[src/rtl/dccm_port_arbiter_if.sv]
// Bundles the LSU, DMA/debug and DCCM-macro signals seen by dccm_port_arbiter.
// The slave modport is the arbiter's view; master is the surrounding environment.
interface dccm_port_arbiter_if #(
  parameter int XLEN = 32
);
  logic [XLEN-1:0] lsu_dccm_raddr;
  logic            lsu_dccm_rvalid_in;
  logic [XLEN-1:0] lsu_dccm_rdata;
  logic            lsu_dccm_rvalid_out;
  logic [XLEN-1:0] lsu_dccm_waddr;
  logic            lsu_dccm_wen;
  logic [XLEN-1:0] lsu_dccm_wdata;
  logic            lsu_busy;
  logic            lsu_hold_req;
  logic            dma_req_valid;
  logic            dma_req_ready;
  logic            dma_req_write;
  logic [XLEN-1:0] dma_req_addr;
  logic [XLEN-1:0] dma_req_wdata;
  logic            dma_rsp_valid;
  logic            dma_rsp_ready;
  logic [XLEN-1:0] dma_rsp_rdata;
  logic [XLEN-1:0] dccm_raddr;
  logic            dccm_rvalid_in;
  logic [XLEN-1:0] dccm_rdata;
  logic            dccm_rvalid_out;
  logic [XLEN-1:0] dccm_waddr;
  logic            dccm_wen;
  logic [XLEN-1:0] dccm_wdata;

  modport slave (
    input  lsu_dccm_raddr, lsu_dccm_rvalid_in, lsu_dccm_waddr, lsu_dccm_wen,
           lsu_dccm_wdata, lsu_busy, dma_req_valid, dma_req_write, dma_req_addr,
           dma_req_wdata, dma_rsp_ready, dccm_rdata, dccm_rvalid_out,
    output lsu_dccm_rdata, lsu_dccm_rvalid_out, lsu_hold_req, dma_req_ready,
           dma_rsp_valid, dma_rsp_rdata, dccm_raddr, dccm_rvalid_in, dccm_waddr,
           dccm_wen, dccm_wdata
  );

  modport master (
    output lsu_dccm_raddr, lsu_dccm_rvalid_in, lsu_dccm_waddr, lsu_dccm_wen,
           lsu_dccm_wdata, lsu_busy, dma_req_valid, dma_req_write, dma_req_addr,
           dma_req_wdata, dma_rsp_ready, dccm_rdata, dccm_rvalid_out,
    input  lsu_dccm_rdata, lsu_dccm_rvalid_out, lsu_hold_req, dma_req_ready,
           dma_rsp_valid, dma_rsp_rdata, dccm_raddr, dccm_rvalid_in, dccm_waddr,
           dccm_wen, dccm_wdata
  );
endinterface

[src/rtl/dccm_port_arbiter.sv]
// Shares the DCCM read/write ports between the LSU (absolute priority) and a DMA/debug requester.
// Optional DCCM_ARB_PERF_EN adds saturating DMA-grant and hold-event counters.
//
// state     | meaning
// ----------+------------------------------------------------------------
// ST_NORMAL | counting consecutive cycles the DMA request is blocked
// ST_HOLD   | DMA starved; lsu_hold_req asserted until DMA handshake/drop
module dccm_port_arbiter #(
  parameter int XLEN         = 32,
  parameter int READ_LAT     = 1,
  parameter int RSP_DEPTH    = 2,
  parameter int STARVE_LIMIT = 16
) (
  input  logic                clk,
  input  logic                rst,
`ifdef DCCM_ARB_PERF_EN
  output logic [31:0]         perf_dma_grants,
  output logic [31:0]         perf_hold_events,
`endif
  dccm_port_arbiter_if.slave  bus
);

  localparam int PW  = $clog2(RSP_DEPTH);
  localparam int CW  = PW + 1;
  localparam int SW  = CW + 3;
  localparam int SCW = $clog2(STARVE_LIMIT + 1);

  typedef enum logic {ST_NORMAL, ST_HOLD} state_t;

  state_t            state_q, state_d;
  logic [SCW-1:0]    starve_cnt_q, starve_cnt_d;
  logic [READ_LAT-1:0] pipe_vld_q, pipe_vld_d;
  logic [READ_LAT-1:0] pipe_own_q, pipe_own_d;
  logic [XLEN-1:0]   mem_q [RSP_DEPTH];
  logic [XLEN-1:0]   mem_d [RSP_DEPTH];
  logic [PW-1:0]     wp_q, wp_d, rp_q, rp_d;
  logic [CW-1:0]     fifo_cnt_q, fifo_cnt_d;

  logic [XLEN-1:0]   dma_addr_al;
  logic [SW-1:0]     inflight;
  logic              credit, rd_gnt, wr_gnt, handshake;
  logic              rsp_hit, fifo_push, fifo_pop, hold_event;
  logic              unused_bits;

  assign unused_bits = ^{bus.lsu_busy, bus.dma_req_addr[1:0]};

  assign dma_addr_al = {bus.dma_req_addr[XLEN-1:2], 2'b00};
  assign inflight    = SW'($countones(pipe_vld_q & pipe_own_q));
  assign credit      = (SW'(fifo_cnt_q) + inflight) < SW'(RSP_DEPTH);
  assign rd_gnt      = ~rst & ~bus.lsu_dccm_rvalid_in & bus.dma_req_valid &
                       ~bus.dma_req_write & credit;
  assign wr_gnt      = ~rst & ~bus.lsu_dccm_wen & bus.dma_req_valid & bus.dma_req_write;
  assign handshake   = rd_gnt | wr_gnt;

  assign bus.dma_req_ready  = bus.dma_req_write ? wr_gnt : rd_gnt;
  assign bus.dccm_raddr     = bus.lsu_dccm_rvalid_in ? bus.lsu_dccm_raddr : dma_addr_al;
  assign bus.dccm_rvalid_in = bus.lsu_dccm_rvalid_in | rd_gnt;
  assign bus.dccm_waddr     = bus.lsu_dccm_wen ? bus.lsu_dccm_waddr : dma_addr_al;
  assign bus.dccm_wdata     = bus.lsu_dccm_wen ? bus.lsu_dccm_wdata : bus.dma_req_wdata;
  assign bus.dccm_wen       = bus.lsu_dccm_wen | wr_gnt;

  // Oldest owner entry lines up with the DCCM data returning this cycle.
  assign rsp_hit                 = bus.dccm_rvalid_out & pipe_vld_q[READ_LAT-1];
  assign fifo_push               = rsp_hit & pipe_own_q[READ_LAT-1];
  assign bus.lsu_dccm_rvalid_out = rsp_hit & ~pipe_own_q[READ_LAT-1];
  assign bus.lsu_dccm_rdata      = bus.dccm_rdata;

  if (READ_LAT == 1) begin : g_pipe1
    always_comb begin
      pipe_vld_d = bus.dccm_rvalid_in;
      pipe_own_d = rd_gnt;
    end
  end else begin : g_pipen
    always_comb begin
      pipe_vld_d = {pipe_vld_q[READ_LAT-2:0], bus.dccm_rvalid_in};
      pipe_own_d = {pipe_own_q[READ_LAT-2:0], rd_gnt};
    end
  end

  assign bus.dma_rsp_valid = (fifo_cnt_q != '0);
  assign bus.dma_rsp_rdata = mem_q[rp_q];
  assign fifo_pop          = bus.dma_rsp_valid & bus.dma_rsp_ready;

  always_comb begin
    mem_d = mem_q;
    if (fifo_push) mem_d[wp_q] = bus.dccm_rdata;
    wp_d       = wp_q + PW'(fifo_push);
    rp_d       = rp_q + PW'(fifo_pop);
    fifo_cnt_d = fifo_cnt_q + CW'(fifo_push) - CW'(fifo_pop);
  end

  always_comb begin
    state_d      = state_q;
    starve_cnt_d = starve_cnt_q;
    hold_event   = 1'b0;
    case (state_q)
      ST_NORMAL: begin
        if (!bus.dma_req_valid || handshake) begin
          starve_cnt_d = '0;
        end else if (starve_cnt_q == SCW'(STARVE_LIMIT - 1)) begin
          state_d      = ST_HOLD;
          starve_cnt_d = '0;
          hold_event   = 1'b1;
        end else begin
          starve_cnt_d = starve_cnt_q + 1'b1;
        end
      end
      ST_HOLD: begin
        starve_cnt_d = '0;
        if (!bus.dma_req_valid || handshake) state_d = ST_NORMAL;
      end
      default: begin
        state_d      = ST_NORMAL;
        starve_cnt_d = '0;
      end
    endcase
  end

  assign bus.lsu_hold_req = (state_q == ST_HOLD);

  always_ff @(posedge clk or posedge rst) begin
    if (rst) begin
      state_q      <= ST_NORMAL;
      starve_cnt_q <= '0;
      pipe_vld_q   <= '0;
      pipe_own_q   <= '0;
      mem_q        <= '{default: '0};
      wp_q         <= '0;
      rp_q         <= '0;
      fifo_cnt_q   <= '0;
    end else begin
      state_q      <= state_d;
      starve_cnt_q <= starve_cnt_d;
      pipe_vld_q   <= pipe_vld_d;
      pipe_own_q   <= pipe_own_d;
      mem_q        <= mem_d;
      wp_q         <= wp_d;
      rp_q         <= rp_d;
      fifo_cnt_q   <= fifo_cnt_d;
    end
  end

`ifdef DCCM_ARB_PERF_EN
  logic [31:0] perf_grants_q, perf_grants_d;
  logic [31:0] perf_holds_q, perf_holds_d;

  always_comb begin
    perf_grants_d = perf_grants_q;
    perf_holds_d  = perf_holds_q;
    if (handshake && (perf_grants_q != '1)) perf_grants_d = perf_grants_q + 1'b1;
    if (hold_event && (perf_holds_q != '1)) perf_holds_d = perf_holds_q + 1'b1;
  end

  always_ff @(posedge clk or posedge rst) begin
    if (rst) begin
      perf_grants_q <= '0;
      perf_holds_q  <= '0;
    end else begin
      perf_grants_q <= perf_grants_d;
      perf_holds_q  <= perf_holds_d;
    end
  end

  assign perf_dma_grants  = perf_grants_q;
  assign perf_hold_events = perf_holds_q;
`else
  logic unused_hold_event;
  assign unused_hold_event = hold_event;
`endif

endmodule
[src/flat_wrapper.sv]
// flat-port wrapper written by rule: the top's interface ports become plain ports
module dccm_port_arbiter_flat 
#(
  parameter int XLEN         = 32,
  parameter int READ_LAT     = 1,
  parameter int RSP_DEPTH    = 2,
  parameter int STARVE_LIMIT = 16
)
  (clk, rst, bus_lsu_dccm_raddr, bus_lsu_dccm_rvalid_in, bus_lsu_dccm_waddr, bus_lsu_dccm_wen, bus_lsu_dccm_wdata, bus_lsu_busy, bus_dma_req_valid, bus_dma_req_write, bus_dma_req_addr, bus_dma_req_wdata, bus_dma_rsp_ready, bus_dccm_rdata, bus_dccm_rvalid_out, bus_lsu_dccm_rdata, bus_lsu_dccm_rvalid_out, bus_lsu_hold_req, bus_dma_req_ready, bus_dma_rsp_valid, bus_dma_rsp_rdata, bus_dccm_raddr, bus_dccm_rvalid_in, bus_dccm_waddr, bus_dccm_wen, bus_dccm_wdata);
  dccm_port_arbiter_if #(.XLEN(XLEN)) bus_i ();
  input  logic clk;
  input  logic rst;
  input wire logic [$bits(bus_i.lsu_dccm_raddr)-1:0] bus_lsu_dccm_raddr;
  input wire logic [$bits(bus_i.lsu_dccm_rvalid_in)-1:0] bus_lsu_dccm_rvalid_in;
  input wire logic [$bits(bus_i.lsu_dccm_waddr)-1:0] bus_lsu_dccm_waddr;
  input wire logic [$bits(bus_i.lsu_dccm_wen)-1:0] bus_lsu_dccm_wen;
  input wire logic [$bits(bus_i.lsu_dccm_wdata)-1:0] bus_lsu_dccm_wdata;
  input wire logic [$bits(bus_i.lsu_busy)-1:0] bus_lsu_busy;
  input wire logic [$bits(bus_i.dma_req_valid)-1:0] bus_dma_req_valid;
  input wire logic [$bits(bus_i.dma_req_write)-1:0] bus_dma_req_write;
  input wire logic [$bits(bus_i.dma_req_addr)-1:0] bus_dma_req_addr;
  input wire logic [$bits(bus_i.dma_req_wdata)-1:0] bus_dma_req_wdata;
  input wire logic [$bits(bus_i.dma_rsp_ready)-1:0] bus_dma_rsp_ready;
  input wire logic [$bits(bus_i.dccm_rdata)-1:0] bus_dccm_rdata;
  input wire logic [$bits(bus_i.dccm_rvalid_out)-1:0] bus_dccm_rvalid_out;
  output wire logic [$bits(bus_i.lsu_dccm_rdata)-1:0] bus_lsu_dccm_rdata;
  output wire logic [$bits(bus_i.lsu_dccm_rvalid_out)-1:0] bus_lsu_dccm_rvalid_out;
  output wire logic [$bits(bus_i.lsu_hold_req)-1:0] bus_lsu_hold_req;
  output wire logic [$bits(bus_i.dma_req_ready)-1:0] bus_dma_req_ready;
  output wire logic [$bits(bus_i.dma_rsp_valid)-1:0] bus_dma_rsp_valid;
  output wire logic [$bits(bus_i.dma_rsp_rdata)-1:0] bus_dma_rsp_rdata;
  output wire logic [$bits(bus_i.dccm_raddr)-1:0] bus_dccm_raddr;
  output wire logic [$bits(bus_i.dccm_rvalid_in)-1:0] bus_dccm_rvalid_in;
  output wire logic [$bits(bus_i.dccm_waddr)-1:0] bus_dccm_waddr;
  output wire logic [$bits(bus_i.dccm_wen)-1:0] bus_dccm_wen;
  output wire logic [$bits(bus_i.dccm_wdata)-1:0] bus_dccm_wdata;
  assign bus_i.lsu_dccm_raddr = bus_lsu_dccm_raddr;
  assign bus_i.lsu_dccm_rvalid_in = bus_lsu_dccm_rvalid_in;
  assign bus_i.lsu_dccm_waddr = bus_lsu_dccm_waddr;
  assign bus_i.lsu_dccm_wen = bus_lsu_dccm_wen;
  assign bus_i.lsu_dccm_wdata = bus_lsu_dccm_wdata;
  assign bus_i.lsu_busy = bus_lsu_busy;
  assign bus_i.dma_req_valid = bus_dma_req_valid;
  assign bus_i.dma_req_write = bus_dma_req_write;
  assign bus_i.dma_req_addr = bus_dma_req_addr;
  assign bus_i.dma_req_wdata = bus_dma_req_wdata;
  assign bus_i.dma_rsp_ready = bus_dma_rsp_ready;
  assign bus_i.dccm_rdata = bus_dccm_rdata;
  assign bus_i.dccm_rvalid_out = bus_dccm_rvalid_out;
  assign bus_lsu_dccm_rdata = bus_i.lsu_dccm_rdata;
  assign bus_lsu_dccm_rvalid_out = bus_i.lsu_dccm_rvalid_out;
  assign bus_lsu_hold_req = bus_i.lsu_hold_req;
  assign bus_dma_req_ready = bus_i.dma_req_ready;
  assign bus_dma_rsp_valid = bus_i.dma_rsp_valid;
  assign bus_dma_rsp_rdata = bus_i.dma_rsp_rdata;
  assign bus_dccm_raddr = bus_i.dccm_raddr;
  assign bus_dccm_rvalid_in = bus_i.dccm_rvalid_in;
  assign bus_dccm_waddr = bus_i.dccm_waddr;
  assign bus_dccm_wen = bus_i.dccm_wen;
  assign bus_dccm_wdata = bus_i.dccm_wdata;
  dccm_port_arbiter #(.XLEN(XLEN), .READ_LAT(READ_LAT), .RSP_DEPTH(RSP_DEPTH), .STARVE_LIMIT(STARVE_LIMIT)) u_core (.clk(clk), .rst(rst), .bus(bus_i));
endmodule
[config.mk]
export PLATFORM = sky130hd
export DESIGN_NAME = dccm_port_arbiter_flat
export DESIGN_NICKNAME = d
export VERILOG_FILES = /design/src/rtl/dccm_port_arbiter_if.sv /design/src/rtl/dccm_port_arbiter.sv /design/src/flat_wrapper.sv
export SDC_FILE = /design/constraint.sdc
export NUM_CORES = 1
export LEC_CHECK = 0
export ABC_AREA = 1
export BUFFER_PORTS_ARGS = -buffer_cell sky130_fd_sc_hd__buf_2
export CAP_MARGIN = 0
export CORE_AREA = 3 3 140 142
export DETAILED_ROUTE_END_ITERATION = 6
export DIE_AREA = 0 0 143 145
export PLACE_DENSITY = 0.62
export SYNTH_ARGS = -nofsm -noshare
export SYNTH_HDL_FRONTEND = slang
export SYNTH_SLANG_ARGS = --single-unit
export TNS_END_PERCENT = 50
[constraint.sdc]
create_clock -name clk -period 2.64 [get_ports clk]
set_input_delay 0.264 -clock clk [delete_from_list [all_inputs] [get_ports clk]]
set_output_delay 0.264 -clock clk [all_outputs]
set_load 0.02 [all_outputs]
==> flow_summary_export.csv, run 1 <==
group,metric,value,unit
final_layout,final_area,6910,um2
grt,grt_use_total,18.3,%
critical_path,startpoint_type,"input pin",
final_layout,multiInputGateArea,2130,um2
routing,first_pass_iters,5,
timing,worst_pin_slew,0.739,ns
grt,grt_max_degree,64,
clocking,clk_pin_slew,0.06,ns
clocking,clk_latency,0.33,ns
critical_path,cp.required,2.38,ns
routing,finalWirelength,19600,um
job,drv_cap,0,
timing,rsz0062_at_grt,"false",
synth,synth_cell_types,21,
grt,antenna_found_initial,7,
routing,wl_per_cell,16.2,um
clocking,clock_sinks,76,
synth,ys_ff_latch,76,
floorplanning,fp.dieH,145,um
power_and_ir_drop,vdd_drop_max,0.311,mV
floorplanning,start_util,25.8,%
critical_path,r2r_cells,5,
final_layout,fillCellCount,1954,
grt,grt_pass1_vias,5019,
timing,fin_skew,0.00443,ns
floorplanning,placementRows,50,
synth,synth_cells,648,
timing,period_share,72.7,%
placement,place_area,6560,um2
timing,fin_tns_setup,0,ns
synth,synth.cell_area,4790,um2
hold_path,hold_path_class,"input pin to flip-flop",
routing,via_per_inst,4.33,
timing,slew_headroom,50.8,%
clocking,post_cts_resize_count,0,
critical_path,rr_startpoint,"u_core.pipe_vld_q$_DFF_PP0_",
floorplanning,die_area,20700,um2
clocking,ctsHoldBuffers,1,
critical_path,reg2reg_to,"u_core.mem_q[6]$_DFFE_PP0P_",
grt,grt_overflow_total,0,
grt,grt_pass1_wl,29100,um
timing,setup_violations,0,
final_layout,regArea,1900,um2
final_layout,syn2layout_area_growth,44.2,%
timing,finalCriticalPeriod,1.92,ns
routing,drc,0,
routing,antenna_left,0,
outcome,status,"finished, final reports clean",
final_layout,layout_common_cells,"buf_2, nand2_1, o21ai_0",
critical_path,cp_max_fo,34,
synth,yosysWarnings,0,
floorplanning,coreArea,18600,um2
synth,synth.avg_cell_area,7.40,um2
critical_path,arrival,1.66,ns
clocking,cts_setup_buffers,0,
clocking,cts_root_buf,"clkbuf_16",
final_layout,final_common_cell,"buf_2",
placement,place.gp.congestion,0.953,
clocking,clockBufferDepth,2,
critical_path,cp-startpoint,"bus_lsu_dccm_wen",
placement,io_buffers,363,
clocking,cts_tree,"built",
final_layout,drive_gt1_share,44.6,%
power_and_ir_drop,leakage,4.01,nW
timing,finalMaxSlewViolations,0,
critical_path,worst_setup_path_end_kind,"output pin",
routing,drt_iter0_drc,264,
critical_path,crit_type,"input pin to output pin",
floorplanning,ioPinCount,367,
placement,dp_hpwl,16100,um
floorplanning,die_x,143,um
final_layout,nets,1170,
timing,fmax,521,MHz
synth,ys_seq_area_share,39.7,%
critical_path,crit_path_end,"bus_dccm_wen",
clocking,ctsHtreeMaxLevel,3,
synth,synth_nets,854,
clocking,numCtsBuffers,9,
critical_path,reg2reg_slack,0.79,ns
power_and_ir_drop,cellPowerDensity,728,nW/um2
routing,vias,5222,
timing,hold_viol_final,0,
cell usage after synthesis, drive strengths merged:
master  number  area (um2)
nand4        2        12.5
a21oi        1        5.00
inv         80         300
ha           5        62.6
nand2      235         882
o21ai      125         626
buf         61         434
nor2        12        47.6
clkbuf       9        35.0
or2          1        6.26
mux2        32         413
nand3        6        40.0
xnor2        3        26.3
dfrtp       76        1900
cells by family (layout without fill, tap and decap cells):
logic type / Yosys count / in the layout / share of synthesized area [%]
AOI/OAI and AO/OA: 126 / 126 / 13.2
xor gates and xnor gates: 3 / 3 / 0.548
adders and majority gates: 5 / 5 / 1.31
buffers and inverters: 150 / 471 / 16.1
DFF: 76 / 76 / 39.7
muxes: 32 / 32 / 8.62
other: 0 / 4 / 0
and+or+nand+nor: 256 / 256 / 20.6
routing by layer:
| layer | vias to the layer above | GRT usage [%] | routed length [um] | part of all wire (%) |
|---|---|---|---|---|
| met5 | - | 0 | 0 | 0 |
| met4 | 0 | 5.89 | 478 | 2.4 |
| met3 | 24 | 7.78 | 2340 | 12 |
| met2 | 245 | 28.8 | 9010 | 46 |
| met1 | 2340 | 22.6 | 7750 | 40 |
| li1 | 2613 | - | - | - |
stage by stage:
step                hold WS, ns  setup slack [ns]  power, W  utilization (%)  instances
finish                    0.159             0.720   0.00503             37.2       1207
global route              0.170             0.598   0.00539             37.2       1205
CTS                       0.152             0.713   0.00511             37.1       1203
detailed placement        0.193             0.719   0.00375             35.3       1186
global placement          0.189             0.690   0.00371             35.3       1186
floorplan                 0.381             0.395   0.00308                -        648
critical path, stage by stage:
cell and delay, ns:
buf_2 0.46, inv_2 0.41, nand4_1 0.24, nand2_1 0.07, buf_2 0.18
where the power goes:
group          total (W)  switching, W  internal [W]
Clock            0.00133      0.000477      0.000851
Sequential       0.00160      0.000135       0.00147
Combinational    0.00210       0.00132      0.000785
sequential cells by signal (all words and copies together) (netlist names):
signal                   flops
u_core.pipe_vld_q            1
u_core.starve_cnt_q          5
u_core.rp_q                  1
u_core.mem_q                64
u_core.bus.lsu_hold_req      1
u_core.pipe_own_q            1
u_core.fifo_cnt_q            2
u_core.wp_q                  1
area by class of cell:
class                   count  area share (%)
multi-input cells         422            30.8
repair buffers            375            28.2
flip-flops and latches     76            27.5
inverters                  80            4.40
well taps                 234            4.24
clock buffers              10            3.46
clock inverters             6            1.27
diodes                      4           0.145
how the worst min path moves through the flow:
stage,cells past startpoint,endpoint,from
2_1_floorplan,2,u_core.mem_q[58]$_DFFE_PP0P_,bus_dccm_rdata[26]
4_1_cts,3,u_core.mem_q[60]$_DFFE_PP0P_,bus_dccm_rdata[28]
3_3_place_gp,2,u_core.pipe_own_q$_DFF_PP0_,rst
5_1_grt,3,u_core.mem_q[54]$_DFFE_PP0P_,bus_dccm_rdata[22]
6_report,3,u_core.mem_q[40]$_DFFE_PP0P_,bus_dccm_rdata[8]
3_5_place_dp,2,u_core.pipe_own_q$_DFF_PP0_,rst
Note: power is estimated with default switching activity, not from simulation.
==> run 2, diff against run 1 <==
--- a/config.mk
+++ b/config.mk
@@ -5,13 +5,13 @@
 export SDC_FILE = /design/constraint.sdc
 export NUM_CORES = 1
 export LEC_CHECK = 0
-export ABC_AREA = 1
+export ABC_AREA = 0
 export BUFFER_PORTS_ARGS = -buffer_cell sky130_fd_sc_hd__buf_2
 export CAP_MARGIN = 0
-export CORE_AREA = 3 3 140 142
+export CORE_AREA = 3 3 141 143
 export DETAILED_ROUTE_END_ITERATION = 6
-export DIE_AREA = 0 0 143 145
-export PLACE_DENSITY = 0.62
+export DIE_AREA = 0 0 144 146
+export PLACE_DENSITY = 0.59
 export SYNTH_ARGS = -nofsm -noshare
 export SYNTH_HDL_FRONTEND = slang
 export SYNTH_SLANG_ARGS = --single-unit
==> constraint.sdc (replaced) <==
create_clock -name clk -period 2.01 [get_ports clk]
set_input_delay 0.201 -clock clk [delete_from_list [all_inputs] [get_ports clk]]
set_output_delay 0.201 -clock clk [all_outputs]
set_load 0.02 [all_outputs]
==> run 2 against run 1 <==
Against the previous run: die area grew 1.4%; clock skew grew 0.0018 ns; combinational power grew 8%; hold slack lost 0.027 ns; synthesized area shrank 2.5%; sequential power grew 25%; count of clock-buffer cells in the layout grew 1; setup slack lost 0.50 ns; register-to-register slack lost 0.57 ns; power grew 14%; first-iteration DRC count shrank 75%; cell area shrank 0.69%.
==> flow_summary_export.csv, run 2 <==
group,metric,value,unit
timing,slew_headroom,69.5,%
synth,synth.avg_cell_area,12.9,um2
timing,period_share,89.2,%
clocking,clockBufferDepth,2,
critical_path,cp.required,2.26,ns
placement,dp_hpwl,14700,um
critical_path,slowest_delay,0.44,ns
routing,finalWirelength,17700,um
clocking,clock_sinks,76,
timing,finalCriticalPeriod,1.79,ns
critical_path,startpoint_type,"flip-flop",
final_layout,regMostFlops,"u_core.mem_q",
grt,grt_overflow_total,0,
critical_path,crit_chain,"or2_2 -> and2_1 -> ha_1 -> inv_1 -> ha_1 -> xnor2_1 -> xnor2_1",
critical_path,slowest_stage,"dfrtp_1",
timing,worst_pin_slew,0.458,ns
synth,synthArstFlopShare,100,%
final_layout,layout_common_cells,"buf_2, mux2_2, dfrtp_1",
floorplanning,start_util,25.0,%
clocking,clk_pin_slew,0.06,ns
placement,io_buffers,363,
timing,fin_tns_setup,0,ns
power_and_ir_drop,cellPowerDensity,835,nW/um2
synth,synth_edf_count,0,
final_layout,fillCellCount,1907,
critical_path,reg2reg_to,"u_core.fifo_cnt_q[1]$_DFF_PP0_",
timing,rsz0062_at_grt,"false",
grt,grt_pass1_wl,25300,um
critical_path,crit_type,"flip-flop to flip-flop",
final_layout,nets,896,
synth,ys_top_cells_by_count,"mux2_2, dfrtp_1, buf_4",
floorplanning,die_area,21000,um2
synth,synth.cell_area,4670,um2
routing,drc,0,
synth,yosysWarnings,0,
clocking,ctsHtreeMaxLevel,3,
critical_path,cp-startpoint,"u_core.fifo_cnt_q[1]$_DFF_PP0_",
routing,drt_iter0_drc,67,
critical_path,worst_setup_path_end_kind,"flip-flop",
critical_path,r2r_cells,7,
clocking,cts_root_buf,"clkbuf_16",
synth,synth_top_cell_area_share,45.3,%
critical_path,rr_startpoint,"u_core.fifo_cnt_q[1]$_DFF_PP0_",
placement,pre_cts_slack,0.221,ns
timing,fmax,558,MHz
final_layout,reg_top3,"u_core.mem_q: 64 flops, u_core.starve_cnt_q: 5 flops, u_core.fifo_cnt_q: 2 flops",
clocking,cts_tree,"built",
floorplanning,fp.dieH,146,um
synth,synth_area_leaders,"mux2_2, dfrtp_1, buf_4",
timing,setup_violations,0,
timing,fin_skew,0.00619,ns
final_layout,syn2layout_area_growth,46.8,%
synth,ys_seq_area_share,40.7,%
final_layout,final_common_cell,"buf_2",
outcome,status,"finished, final reports clean",
grt,grt_use_total,15.9,%
routing,first_pass_iters,4,
routing,via_per_inst,4.43,
job,drv_cap,0,
floorplanning,placementRows,50,
critical_path,cp_max_fo,4,
grt,grt_max_degree,47,
power_and_ir_drop,vdd_drop_max,0.415,mV
critical_path,crit_path_end,"u_core.fifo_cnt_q[1]$_DFF_PP0_",
synth,synth_nets,567,
routing,wl_per_cell,19.0,um
critical_path,arrival,2.04,ns
power_and_ir_drop,leakage,3.70,nW
hold_path,hold_path_class,"input pin to flip-flop",
synth,synth_cell_types,26,
synth,synth_cells,361,
routing,vias,4124,
routing,antenna_left,0,
power_and_ir_drop,total_power,0.00573,W
floorplanning,ioPinCount,367,
final_layout,multiInputGateArea,2410,um2
final_layout,largest_reg_flops,64,
grt,grt_pass1_vias,4197,
final_layout,drive_gt1_share,83.4,%
critical_path,reg2reg_slack,0.22,ns
clocking,cts_setup_buffers,0,
timing,finalMaxSlewViolations,0,
timing,worst_slack,0.217,ns
placement,place.gp.congestion,0.895,
synth,yosysMostFrequentCell,"mux2_2",
clocking,numCtsBuffers,9,
synth,synth_top_flop_cell,"dfrtp_1",
floorplanning,coreArea,18700,um2
floorplanning,die_x,144,um
timing,hold_viol_final,0,
synth,ys_ff_latch,76,
grt,antenna_found_initial,3,
final_layout,regArea,1900,um2
synth,synth_top_area_cell,"mux2_2",
clocking,clk_latency,0.33,ns
==> run 2: cell types whose count changed in the layout (fill, tap and decap cells not counted), sizes merged, moves of 4 or more <==
| cell | previous run | this run |
|---|---|---|
| nor3 | 0 | 4 |
| inv | 79 | 4 |
| mux2 | 32 | 188 |
| nand2 | 235 | 1 |
| and2 | 0 | 5 |
| nor2 | 12 | 2 |
| nand3 | 6 | 2 |
| o21ai | 125 | 0 |
==> run 2: metrics by stage <==
| step | utilization (%) | hold slack (ns) | cells | instance area, um2 |
|---|---|---|---|---|
| floorplan | - | 0.352 | 361 | 4680 |
| detailed placement | 35.2 | 0.203 | 912 | 6580 |
| global route | 36.7 | 0.124 | 928 | 6860 |
| CTS | 36.7 | 0.120 | 928 | 6860 |
| finish | 36.7 | 0.133 | 930 | 6860 |
| global placement | 35.2 | 0.202 | 912 | 6580 |
==> run 2: power breakdown <==
group | internal [W] | leakage, nW | switching, W
Sequential | 0.00184 | 1.02 | 0.000153
Combinational | 0.00107 | 2.54 | 0.00121
Clock | 0.000860 | 0.131 | 0.000600
Total | 0.00377 | 3.70 | 0.00196
==> run 2: final cells by class <==
class,instances,share of cell area (%)
Multi-Input combinational cell,225,35.2
Timing Repair Buffer,373,28.5
Sequential cell,76,27.7
Tap cell,234,4.27
Clock buffer,11,3.54
Clock inverter,4,0.383
Inverter,5,0.328
Antenna cell,2,0.0729
==> run 2: routing by layer <==
metal,vias up,wire (um),track usage (%)
li1,1926,-,-
met1,1968,6870,19.2
met2,208,8710,27.5
met3,20,1870,5.42
met4,2,231,3.25
met5,-,13,0
==> run 2: cell families (layout without fill, tap and decap cells) <==
family                     after synthesis  in the layout  share of synthesized area, %
and+or+nand+nor                         25             25                          3.35
adders and majority gates                5              5                          1.34
AOI/OAI and AO/OA                        2              2                         0.723
muxes                                  188            188                          45.3
xor gates and xnor gates                 5              5                         0.937
DFF                                     76             76                          40.7
buffers and inverters                   60            393                          7.66
other                                    0              2                             0
==> run 2: critical path, delay by kind of cell, from the launching register on <==
family / cells / cell delay [ns]
flip-flops: 1 / 0.44
adder cells (fa/ha/maj): 2 / 0.46
XOR/XNOR: 2 / 0.29
buffers and inverters: 1 / 0.04
AND/OR/NAND/NOR: 2 / 0.50
==> run 2: what timing repair did <==
action                    CTS  global route
hold buffers                1             0
hold endpoints to repair   11             0
gates resized for setup     0             0
==> run 2: worst min path at each step <==
stage                             from                          endpoint  slack [ns]  cells after the start
floorplan            bus_dma_req_valid  u_core.starve_cnt_q[4]$_DFF_PP0_        0.35                      2
global placement                   rst    u_core.fifo_cnt_q[0]$_DFF_PP0_        0.20                      2
detailed placement                 rst    u_core.fifo_cnt_q[0]$_DFF_PP0_        0.20                      2
CTS                 bus_dccm_rdata[21]      u_core.mem_q[21]$_DFFE_PP0P_        0.12                      2
global route        bus_dccm_rdata[25]      u_core.mem_q[57]$_DFFE_PP0P_        0.12                      2
finish              bus_dccm_rdata[25]      u_core.mem_q[25]$_DFFE_PP0P_        0.13                      2
